## src/rtl/alu_seq_ctrl.sv

```systemverilog
// alu_seq_ctrl: sequencing controller for the shared integer ALU datapath.
// This module runs one operation at a time over a valid/ready request/response pair.
// ADD/SUB finish in one cycle. MUL is an iterative shift-add and DIVU/REMU are an
// iterative restoring divide, so the design has no combinational multiplier or divider.
// Optional feature: define ALU_SEQ_DIVZERO_TRAP_EN to short-circuit divide-by-zero
// and flag it on out_err. When the macro is undefined, out_err is tied low.
module alu_seq_ctrl #(
  parameter int WIDTH = 32
) (
  input  logic             clk,
  input  logic             rst_n,
  input  logic             in_valid,
  output logic             in_ready,
  input  logic [WIDTH-1:0] in_a,
  input  logic [WIDTH-1:0] in_b,
  input  logic [2:0]       in_sel,
  output logic             out_valid,
  input  logic             out_ready,
  output logic [WIDTH-1:0] out_data,
  output logic             out_err
);

  localparam int CW = (WIDTH > 1) ? $clog2(WIDTH) : 1;

  localparam logic [1:0] IDLE = 2'd0;
  localparam logic [1:0] ITER = 2'd1;
  localparam logic [1:0] DONE = 2'd2;

  localparam logic [2:0] SEL_ADD  = 3'b000;
  localparam logic [2:0] SEL_SUB  = 3'b001;
  localparam logic [2:0] SEL_MUL  = 3'b010;
  localparam logic [2:0] SEL_DIVU = 3'b011;
  localparam logic [2:0] SEL_REMU = 3'b100;

  logic [1:0]       state;
  logic [2:0]       sel_q;
  logic [WIDTH-1:0] acc, mcand, mplier;
  logic [WIDTH-1:0] quo, divisor;
  logic [WIDTH:0]   rem;
  logic [CW-1:0]    cnt;

  logic [WIDTH-1:0] acc_n, quo_sh, quo_n, iter_res;
  logic [WIDTH:0]   rem_sh, rem_n;
  logic [WIDTH-1:0] fast_res;
  logic             go_iter;
`ifdef ALU_SEQ_DIVZERO_TRAP_EN
  logic             fast_err;
  logic             err_q;
`endif

  assign in_ready  = (state == IDLE);
  assign out_valid = (state == DONE);

  // One multiply step and one restoring-divide step, plus the result the finishing iteration commits
  always_comb begin
    acc_n = acc;
    if (mplier[0]) acc_n = acc + mcand;
    rem_sh = {rem[WIDTH-1:0], quo[WIDTH-1]};
    quo_sh = {quo[WIDTH-2:0], 1'b0};
    rem_n  = rem_sh;
    quo_n  = quo_sh;
    if (rem_sh >= {1'b0, divisor}) begin
      rem_n    = rem_sh - {1'b0, divisor};
      quo_n[0] = 1'b1;
    end
    case (sel_q)
      SEL_MUL:  iter_res = acc_n;
      SEL_DIVU: iter_res = quo_n;
      default:  iter_res = rem_n[WIDTH-1:0];
    endcase
  end

  // Decode the incoming request: single-cycle result, or hand off to the iterative engine
  always_comb begin
    fast_res = '0;
    go_iter  = 1'b0;
`ifdef ALU_SEQ_DIVZERO_TRAP_EN
    fast_err = 1'b0;
`endif
    case (in_sel)
      SEL_ADD: fast_res = in_a + in_b;
      SEL_SUB: fast_res = in_a - in_b;
      SEL_MUL: go_iter = 1'b1;
      SEL_DIVU, SEL_REMU: begin
`ifdef ALU_SEQ_DIVZERO_TRAP_EN
        if (in_b == '0) begin
          fast_err = 1'b1;
          fast_res = (in_sel == SEL_DIVU) ? '1 : in_a;
        end else begin
          go_iter = 1'b1;
        end
`else
        go_iter = 1'b1;
`endif
      end
      default: fast_res = '0;
    endcase
  end

  // Main FSM: latch operands on accept, iterate WIDTH times when needed, and hold the result until it is taken
  always_ff @(posedge clk or negedge rst_n) begin
    if (!rst_n) begin
      state    <= IDLE;
      sel_q    <= '0;
      acc      <= '0;
      mcand    <= '0;
      mplier   <= '0;
      quo      <= '0;
      divisor  <= '0;
      rem      <= '0;
      cnt      <= '0;
      out_data <= '0;
    end else begin
      case (state)
        IDLE: begin
          if (in_valid) begin
            sel_q   <= in_sel;
            acc     <= '0;
            mcand   <= in_a;
            mplier  <= in_b;
            quo     <= in_a;
            divisor <= in_b;
            rem     <= '0;
            cnt     <= CW'(WIDTH - 1);
            if (go_iter) begin
              state <= ITER;
            end else begin
              state    <= DONE;
              out_data <= fast_res;
            end
          end
        end
        ITER: begin
          acc    <= acc_n;
          mcand  <= mcand << 1;
          mplier <= mplier >> 1;
          quo    <= quo_n;
          rem    <= rem_n;
          cnt    <= cnt - CW'(1);
          if (cnt == '0) begin
            state    <= DONE;
            out_data <= iter_res;
          end
        end
        DONE: begin
          if (out_ready) state <= IDLE;
        end
        default: state <= IDLE;
      endcase
    end
  end

`ifdef ALU_SEQ_DIVZERO_TRAP_EN
  // The error flag is decided at accept time and stays put until the next request
  always_ff @(posedge clk or negedge rst_n) begin
    if (!rst_n)                  err_q <= 1'b0;
    else if (in_valid && in_ready) err_q <= fast_err;
  end
  assign out_err = err_q;
`else
  assign out_err = 1'b0;
`endif

endmodule

```

## config.mk

```make
export PLATFORM = sky130hd
export DESIGN_NAME = alu_seq_ctrl
export DESIGN_NICKNAME = d
export VERILOG_FILES = /design/src/rtl/alu_seq_ctrl.sv
export SDC_FILE = /design/constraint.sdc
export NUM_CORES = 1
export LEC_CHECK = 0
export CORE_AREA = 2 2 219 135
export DETAILED_ROUTE_END_ITERATION = 6
export DIE_AREA = 0 0 221 137
export PLACE_DENSITY = 0.79
export SYNTH_ARGS = -nofsm -noshare
export SYNTH_HDL_FRONTEND = slang
export SYNTH_SLANG_ARGS = --single-unit
```

## constraint.sdc

```tcl
create_clock -name clk -period 4.9 [get_ports clk]
set_input_delay 1.47 -clock clk [delete_from_list [all_inputs] [get_ports clk]]
set_output_delay 1.47 -clock clk [all_outputs]
set_load 0.01 [all_outputs]
```

### Yosys cells after proc, flatten, opt, wreduce, memory -nomap -nowiden

Cells that the tools add are included.
W data, S select, Z words.

* shift-type cells: 0
* div/mod/pow operators: 0
* bitwise operators: 0
* $lt $le $gt $ge: 1
* $add $sub $neg: 5
* eq/ne operators: 12
* multipliers: 0
* mux-type cells: 26
* reduce and logical (&&, ||, !) cells: 9

Operator list (count)
* $pmux W32 S2: 8
* $mux W32: 9
* $add A32 B32 Y32: 2
* $sub A32 B32 Y32: 2
* $ge A33 B32 Y1: 1
* $eq A3 B2 Y1 const B: 4
* $pmux W5 S2: 1
* $mux W2: 4
* $ne A2 B2 Y1 const B: 3
* $pmux W2 S3: 1
* $logic_not A5 Y1: 1
* $mux W5: 1
* $sub A5 B1 Y5 const B: 1
* $reduce_and A2 Y1: 2
* $reduce_and A4 Y1: 1
* $eq A3 B1 Y1 const B: 1
* $eq A3 B3 Y1 const B: 1
* $logic_not A3 Y1: 1
* $reduce_and A3 Y1: 1
* $reduce_or A3 Y1: 1
* $eq A2 B1 Y1 const B: 1
* $eq A2 B2 Y1 const B: 1
* $logic_not A2 Y1: 1
* $mux W1: 2
* 2 further kinds: 2

* logic and storage cells: 63
* input bits: 71
* output and inout bits: 35
* ROM bits: 0
* RAM bits: 0
* bits in latches: 0
* flip-flop bits (word level): 234
* memories: 0

### Longest topological paths before layout

Gate-level depths: netlist (run 1).

* depth after elaboration: 6
* depth in mapped cells: 20

### Least setup slack after synthesis (run 1)

OpenSTA, ideal clock, no wires.

* path kind: input -> register
* start point: in in_sel[1]
* end point: reg out_data[30]
* buffers on the path: 2
* cell stages on the path: 16
* setup time: 88 ps
* setup slack: 44 ps
* required time: 4812 ps
* arrival: 4767 ps
* cells stage by stage: nor2_1 -> and2_1 -> clkbuf_1 -> buf_1 -> nor2_1 -> xnor2_1 -> ha_1 -> a21o_1 -> nand2b_1 -> or3_1 -> a21oi_1 -> nor3_1 -> a211oi_1 -> o21ai_0 -> a41o_1 -> a41oi_1

* word-level cells in the longest chain between the ends: 5
* elaborated cells on any way between the ends: 13

Ends and longest elaborated chain
* from (decl): RTL line 16 `input logic [2:0] in_sel,`
* $eq A3 B1 Y1 (tied with other cells): RTL line 80 `case (in_sel)`
* $pmux W32 S2 or $reduce_or A3 Y1 (tied branches)
* $mux W32 or $mux W1 (tied branches): RTL line 125, 80
* $mux W32 or $ne A2 B2 Y1 (tied branches)
* $pmux W32 S2 or $reduce_and A4 Y1 (tied branches)
* to (signal assigned): RTL line 129 `out_data <= fast_res;`
* to (signal assigned): RTL line 142 `out_data <= iter_res;`
* to (decl): RTL line 19 `output logic [WIDTH-1:0] out_data,`

Several ways; a longest one is shown, not always the timed one. The select of a mux whose other input is x is not followed.
A chain may end at the register's enable or synchronous reset.

### Final worst setup path (run 1)

* start point: in in_sel[1]
* end point: reg out_data[19]

Same word-level chain as after synthesis.

==> summary.log, run 1 <==
INFO  detailed_routing firstDrtPassIters=6
INFO  timing         final-hold-violation-count=0
INFO  place          gp_routability_congestion=1.031
INFO  timing         worst_clock_skew=0.03025ns
INFO  timing         maxClockFrequency=209.7MHz
INFO  global_routing gr-usage-all-layers=36.29%
INFO  finish         nFillCells=2,263
INFO  detailed_routing drt_drc_violations_left=0
INFO  floorplan      die-width=221um
INFO  detailed_routing vias_per_instance=6.443
INFO  logic_synthesis synth.lib_cells_used.distinct=81
INFO  floorplan      starting_density_of_the_core=58.86%
INFO  timing         period_needed=4.769ns
INFO  status         status=finished, final reports clean
INFO  floorplan      pin_count=106
INFO  timing         period_share=97.32%
INFO  place          post_place_worst_slack=-0.7036ns
INFO  global_routing grt_pass1_wl=86.26mm
INFO  critical_path  critPathSlowestCell=o31ai_1
INFO  logic_synthesis ys_seq_area_share=35.17%
INFO  timing         final-setup-viol-count=0
INFO  finish         final_cells=2,579
INFO  global_routing antenna_violations_before_repair=1
INFO  critical_path  crit_top_cell=buf_4
INFO  floorplan      height_of_the_die=137um
INFO  floorplan      placementRows=48
INFO  detailed_routing drt-wirelength-per-cell=21.83um
INFO  pwr            static-leakage-power=8.898nW
INFO  critical_path  cp.required=5.32ns
INFO  global_routing grt_overflow_total=0
INFO  critical_path  cell_by_cell_trace_of_the_critical_path=clkdlybuf4s50_1, nor2_2, nand2_1, o21ai_0, inv_1, ha_1, nor2b_1, o31a_1, o31ai_1, o21ai_2, buf_4, buf_4, nand3_1, nand2_1, xor2_1, a221oi_1, buf_4, a21oi_1
INFO  cts            worst_skew_pair.late_latency=0.57ns
INFO  finish         layout_cell_share_with_drive_strength_beyond_1=12.70%
INFO  critical_path  nature_of_the_critical_path_endpoint=register
INFO  finish         finalCoreUtilization=70.75%
INFO  timing         report.final.slew_viol_count=0
INFO  logic_synthesis post_synth_inst_count=2,007
INFO  floorplan      dieArea=0.03028sqmm
INFO  logic_synthesis cell_types_with_the_highest_counts_after_synthesis=nand2_1 (290), dfrtp_1 (234), o21ai_0 (202), nor2_1 (140), a21oi_1 (124)
INFO  logic_synthesis syn-num-nets=2,178
INFO  logic_synthesis synth_ff_type=dfrtp_1
INFO  finish         insertedDiodeCount=0
INFO  cts            numCtsBuffers=25
INFO  cts            ctsRootBufferMaster=clkbuf_16
INFO  critical_path  critical_path_class=input port to register
INFO  critical_path  worst_path_largest_cell_delay=0.51ns
INFO  detailed_routing finalWirelength=56.30mm
INFO  global_routing grt_max_degree=112
INFO  floorplan      core-area=0.02829sqmm
INFO  detailed_routing total_vias_in_the_final_route=16,620
INFO  finish         final_net_count=2,356
INFO  logic_synthesis post_synth_edffs=0
INFO  pwr            powerDensity=549.8mW/mm^2
INFO  logic_synthesis syn_area=0.01665sqmm
INFO  place          dpl.hpwl=41.11mm
INFO  detailed_routing initialDrtViolationCount=2,100
INFO  finish         area_delta_synth_final=20.21%
INFO  cts            clock-sinks=234
INFO  cts            clk_path_buf_depth=3
INFO  cts            h-tree-depth=1
INFO  critical_path  crit_path_start_kind=input port
INFO  logic_synthesis ys.warnings.count=0
INFO  critical_path  crit_path_max_fanout=5
INFO  job            cap_violations=0
INFO  detailed_routing detail-route-antenna-nets=0
INFO  logic_synthesis synth.area.top_cells=dfrtp_1 (35%), ha_1 (7.3%), nand2_1 (6.5%), o21ai_0 (6.1%), a21oi_1 (3.7%)
INFO  logic_synthesis area_share_of_the_leading_cell_type_in_the_synthesized_netlist=35.17%
INFO  logic_synthesis synth_area_leader_cell=dfrtp_1
INFO  timing         setup_ws=0.1311ns
INFO  logic_synthesis synth_seq_cells=234
INFO  logic_synthesis syn-mean-instance-area=8.296squm
INFO  logic_synthesis share_of_flip_flops_with_an_asynchronous_set_or_reset_after_synthesis=100.0%
INFO  logic_synthesis yosys.cell_count.top_type=nand2_1
INFO  timing         worst_pin_slew=1.188ns
INFO  critical_path  worst_ep_arrival_time=5.19ns
INFO  cts            cts_tree=yes
INFO  timing         max_slew_margin=18.78%
INFO  min_path       min_path_type=register to register
INFO  cts            clk_transition_reported_paths=0.06ns
INFO  finish         multiInputGateArea=0.01021sqmm
INFO  pwr            worst_ir_drop_vdd=0.3936mV
INFO  finish         seq_area=0.005858sqmm
INFO  place          placed_cells_incl_taps=2,530
INFO  place          portBuffers=104
INFO  global_routing first_global_vias=15,430
==> flip-flops by register name (all words and copies together), names as in the netlist <==
name	flops
sel_q	3
mplier	32
rem	32
mcand	32
acc	32
cnt	5
out_data	32
quo	32
divisor	32
state	2
==> through the flow <==
step	instance area (sq um)	TNS (ns)	total power [mW]	hold slack (ns)
2_1_floorplan	16650	0	6.970	0.4457
3_3_place_gp	18980	-5.579	8.643	0.4596
3_5_place_dp	18980	-7.569	8.843	0.4674
4_1_cts	19840	0	10.85	0.4871
5_1_grt	20010	-0.1668	11.69	0.5254
6_report	20010	0	11.00	0.4884
==> power by group <==
group | leakage, nW | internal (mW) | switching, mW
logic | 5.57 | 2.23 | 3.33
clock network | 0.412 | 1.14 | 0.845
registers | 2.92 | 2.72 | 0.738
total | 8.90 | 6.09 | 4.91
==> per-layer routing <==
metal	vias to the layer above	global-route usage [%]	routed length [um]
met4	2	10.55	1632
li1	7651	-	-
met1	7912	51.72	24670
met3	130	8.866	5971
met2	922	54.83	24010
met5	-	0	7
==> cell families (layout without fill, tap and decap cells) <==
group	count (synthesis)	count (layout)	share of synthesized area, %
multiplexers	40	40	2.442
AND/OR/NAND/NOR	623	623	16.88
adder cells (fa/ha/maj)	100	100	7.650
buffers and inverters	198	395	4.877
AO/OA/AOI/OAI	713	713	27.81
XOR/XNOR	98	98	5.155
other	1	1	0.02252
flip-flops	234	234	35.17
==> worst max-delay path, delay by kind of cell <==
family	cells	cell delay, ns
buf+inv	5	1.01
compound gates	6	1.51
xor+xnor	1	0.16
simple gates	5	0.74
fa+ha+maj	1	0.28
==> cell type report <==
type	count	area share, %
Inverter	74	1.388
Timing Repair Buffer	275	11.87
Clock buffer	38	3.670
Multi-Input combinational cell	1575	50.99
Sequential cell	234	29.27
Clock inverter	8	0.4689
Tap cell	375	2.344
==> what timing repair did <==
item / in CTS / in global routing
hold endpoints to repair: 0 / 0
pin swaps: 1 / 20
buffers inserted: 1 / 2
hold buffers: 0 / 0
gates resized for setup: 7 / 38
endpoints found under the setup margin: 7 / 11
==> path summary, 6_finish.rpt <==
| path | start | endpoint | slack (ns) | depth (start not counted) |
|---|---|---|---|---|
| setup / recovery | in_sel[1] | out_data[19]$_DFFE_PN0P_ | 0.13 | 18 |
| hold / removal | mplier[31]$_DFFE_PN0P_ | mplier[31]$_DFFE_PN0P_ | 0.49 | 2 |
| setup reg to reg | rem[25]$_DFFE_PN0P_ | out_data[24]$_DFFE_PN0P_ | 0.78 | 10 |
| hold reg to reg | mplier[31]$_DFFE_PN0P_ | mplier[31]$_DFFE_PN0P_ | 0.49 | 2 |
| max in group asynchronous | rst_n | state[0]$_DFFE_PN0P_ | 2.89 | 2 |
| min in group asynchronous | rst_n | mcand[27]$_DFFE_PN0P_ | 1.02 | 1 |
==> placed cells by master (no fill, tap or decap), types with 13 or more instances in the layout <==
cell type          n
o21ai_0          197
nor2_1           136
a211oi_1          16
a21o_1            36
nand2b_1          26
a22oi_1           79
clkdlybuf4s50_1  100
o211ai_1          16
nor3_1            30
dfrtp_1          232
inv_1             71
a21oi_1          121
nand3_1           27
nand2_1          289
ha_1              96
or3_1             13
o21a_1            25
and3_1            13
a22o_1            30
a31oi_1           62
xnor2_1           66
mux2i_1           35
xor2_1            31
clkbuf_16         25
buf_4            168
(Power assumes the default switching activity.)
==> run 2, diff against run 1 <==
==> constraint.sdc (replaced) <==
create_clock -name clk -period 5.2 [get_ports clk]
set_input_delay 1.56 -clock clk [delete_from_list [all_inputs] [get_ports clk]]
set_output_delay 1.56 -clock clk [all_outputs]
set_load 0.01 [all_outputs]
==> summary.log, run 2 (synthesis results as in run 1) <==
INFO  detailed_routing vias_per_instance=6.527 [+1.3%]
INFO  pwr            netSwitchingPower=4.592mW [-6.5%]
INFO  timing         worst_clock_skew=0.03921ns [+0.008960 ns]
INFO  critical_path  timing.critical_path.max_delay_family=compound AO/OA/AOI/OAI gates
INFO  floorplan      height_of_the_die=137um [unchanged]
INFO  floorplan      placementRows=48 [unchanged]
INFO  pwr            power.share.sequential=31.3% [-0.2 points]
INFO  critical_path  cell_by_cell_trace_of_the_critical_path=clkdlybuf4s50_1, inv_1, ha_1, nor2b_2, nand3_2, nor2_2, nand3b_1, o31ai_2, xor2_1, ha_1, a21o_1, a21o_1, a221oi_2, nand2_1, a31o_2, a41o_1, xor2_1, a221oi_1, a21oi_1
INFO  timing         final-hold-violation-count=0 [unchanged]
INFO  finish         layout_cell_share_with_drive_strength_beyond_1=11.28% [-1.4 points]
INFO  detailed_routing firstDrtPassIters=6 [unchanged]
INFO  detailed_routing met2WireLength=23.65mm [-1.5%]
INFO  floorplan      die-width=221um [unchanged]
INFO  global_routing gr-usage-all-layers=36.29% [about the same]
INFO  timing         report.final.slew_viol_count=0 [unchanged]
INFO  timing         fin_worst_hold_slack=0.4987ns [+0.01032 ns]
INFO  min_path       min-delay-start=mplier[31]$_DFFE_PN0P_
INFO  detailed_routing drt-wirelength-per-cell=21.77um [-0.28%]
INFO  floorplan      dieArea=0.03028sqmm [unchanged]
INFO  place          gp_routability_congestion=1.016 [-1.4%]
INFO  detailed_routing met1_length=24.45mm [-0.90%]
INFO  place          portBuffers=104 [unchanged]
INFO  cts            numCtsBuffers=25 [unchanged]
INFO  global_routing antenna_violations_before_repair=0 [-1]
INFO  cts            h-tree-depth=1 [unchanged]
INFO  pwr            power.combinational.fraction=50.6% [about the same]
INFO  critical_path  reg2reg_setup_slack=0.99ns [+0.21 ns]
INFO  finish         final_net_count=2,334 [-0.93%]
INFO  pwr            worst_ir_drop_vdd=0.4185mV [+6.3%]
INFO  cts            clk_path_buf_depth=3 [unchanged]
INFO  critical_path  crit_path_max_fanout=4 [-1]
INFO  pwr            static-leakage-power=8.751nW [-1.7%]
INFO  critical_path  cp.required=5.62ns [+0.30 ns]
INFO  pwr            power_frac_clock=18.1% [about the same]
INFO  finish         insertedDiodeCount=0 [unchanged]
INFO  detailed_routing initialDrtViolationCount=2,196 [+4.6%]
INFO  detailed_routing detail-route-antenna-nets=0 [unchanged]
INFO  critical_path  worst-path-buf-inv=2 [-3]
INFO  pwr            powerDensity=521.6mW/mm^2 [-5.1%]
INFO  min_path       hold_path_end=mplier[31]$_DFFE_PN0P_
INFO  detailed_routing dr_wl_met3=5.908mm [-1.1%]
INFO  detailed_routing drt_drc_violations_left=0 [unchanged]
INFO  cts            clock-sinks=234 [unchanged]
INFO  timing         maxClockFrequency=197.8MHz
INFO  status         status=finished, final reports clean
INFO  detailed_routing dr.max_layer_used=met4
INFO  critical_path  crit-reg2reg-launch=rem[25]$_DFFE_PN0P_
INFO  global_routing first_global_vias=15,510 [+0.54%]
INFO  detailed_routing total_vias_in_the_final_route=16,680 [+0.39%]
INFO  timing         worst_pin_slew=1.156ns [-0.03142 ns]
INFO  timing         period_share=97.23%
INFO  critical_path  reg2reg_depth=11 [+1]
INFO  floorplan      pin_count=106 [unchanged]
INFO  timing         setup_tns=0ns [unchanged]
INFO  finish         nFillCells=2,258 [-0.22%]
INFO  min_path       hold_depth=2 [unchanged]
INFO  timing         period_needed=5.056ns
INFO  finish         mostFrequentLayoutCell=nand2_1
INFO  global_routing grt_max_degree=120 [+7.1%]
INFO  place          dpl.hpwl=40.66mm [-1.1%]
INFO  finish         area_delta_synth_final=18.67%
INFO  min_path       min_path_type=register to register
INFO  global_routing grt_overflow_total=0 [unchanged]
INFO  cts            ctsRootBufferMaster=clkbuf_16
INFO  job            cap_violations=0 [unchanged]
INFO  critical_path  critical_path_class=input port to register
INFO  finish         most-common-layout-cells=nand2_1 (290), dfrtp_1 (232), o21ai_0 (198)
INFO  finish         final_cells=2,556 [-0.89%]
INFO  pwr            power.share.switching=44.56% [-0.085 points]
INFO  cts            cts_tree=yes
INFO  floorplan      starting_density_of_the_core=58.86% [unchanged]
INFO  global_routing grt_pass1_wl=86.45mm [+0.22%]
INFO  cts            clk_transition_reported_paths=0.06ns [about the same]
INFO  place          placed_cells_incl_taps=2,511 [-0.75%]
INFO  timing         grt_setup_unrepaired=yes
INFO  critical_path  nature_of_the_critical_path_endpoint=register
INFO  critical_path  critPathSlowestCell=clkdlybuf4s50_1
INFO  timing         max_slew_margin=20.93% [+2.1 points]
INFO  critical_path  crit_path_start_kind=input port
INFO  cts            worst_skew_pair.late_latency=0.57ns [about the same]
INFO  timing         final-setup-viol-count=0 [unchanged]
INFO  detailed_routing finalWirelength=55.64mm [-1.2%]
INFO  floorplan      core-area=0.02829sqmm [unchanged]
INFO  critical_path  worst_ep_arrival_time=5.47ns [+0.28 ns]
INFO  critical_path  crit-reg2reg-capture=out_data[22]$_DFFE_PN0P_
INFO  critical_path  worst_path_largest_cell_delay=0.42ns [-0.09 ns]
INFO  pwr            internal-power=5.715mW [-6.2%]
[run 2: changes by cell type in the layout (fill, tap and decap cells not counted), sizes merged]
cell | previous run | this run
clkinvlp | 0 | 1
dlymetal6s2s | 3 | 0
buf | 172 | 150
clkbuf | 38 | 34
clkdlybuf4s50 | 100 | 103
clkinv | 6 | 8
[run 2: worst reg2reg max path, cell delays in order (launching register included)]
cell,delay [ns]
dfrtp_1,0.43
ha_1,0.38
and3_1,0.20
nand2_1,0.17
nor4_1,0.84
a31oi_1,0.32
and2_1,0.28
a21oi_4,0.38
buf_12,0.27
mux2i_1,0.45
o221ai_1,0.20
o22a_1,0.20
[run 2: timing repair]
action                                  in CTS  in global routing
buffers inserted                             0                  0
resized for setup                            0                 16
hold buffers                                 0                  0
endpoints found under the setup margin       0                 10
[run 2: through the flow]
stage	power [mW]	setup WS, ns	instance area, sq um	util (%)
after floorplan	6.568	0.2543	16650	-
after global placement	8.109	-0.4150	18870	66.71
after detailed placement	8.291	-0.5215	18870	66.71
after CTS	10.18	0.02635	19700	69.66
after global routing	10.96	-0.06628	19760	69.85
final	10.31	0.1441	19760	69.85
[run 2: cell type report]
| cell class | count | area [sq um] | share of cell area, % |
|---|---|---|---|
| multi-input combinational | 1575 | 10090 | 51.08 |
| sequential | 234 | 5858 | 29.65 |
| timing repair buffer | 253 | 2227 | 11.27 |
| clock buffer | 34 | 719.4 | 3.641 |
| tap | 375 | 469.2 | 2.375 |
| inverter | 74 | 277.8 | 1.406 |
| clock inverter | 11 | 115.1 | 0.5826 |
[run 2: worst max-delay path by stage]
stage	start	endpoint	slack, ns	depth (start not counted)
finish	in_b[0]	out_data[25]$_DFFE_PN0P_	0.14	19
global route	in_b[0]	out_data[25]$_DFFE_PN0P_	-0.07	19
CTS	in_b[0]	out_data[25]$_DFFE_PN0P_	0.03	19
detailed placement	in_b[0]	out_data[25]$_DFFE_PN0P_	-0.52	19
global placement	in_sel[1]	out_data[31]$_DFFE_PN0P_	-0.42	17
floorplan	in_sel[1]	out_data[30]$_DFFE_PN0P_	0.25	16
[run 2: power by group through the flow]
stage / registers, mW / logic, mW / clock network [mW]
after floorplan: 3.01 / 3.55 / 0
after global placement: 3.18 / 4.92 / 0
after detailed placement: 3.22 / 5.08 / 0
after CTS: 3.20 / 5.11 / 1.87
after global routing: 3.30 / 5.71 / 1.95
final: 3.23 / 5.22 / 1.86
[run 2: per-layer routing]
metal,up-vias,global-route usage [%]
met2,884,54.76
met3,118,7.686
li1,7606,-
met5,-,0.6452
met1,8074,52.54
met4,0,10.33
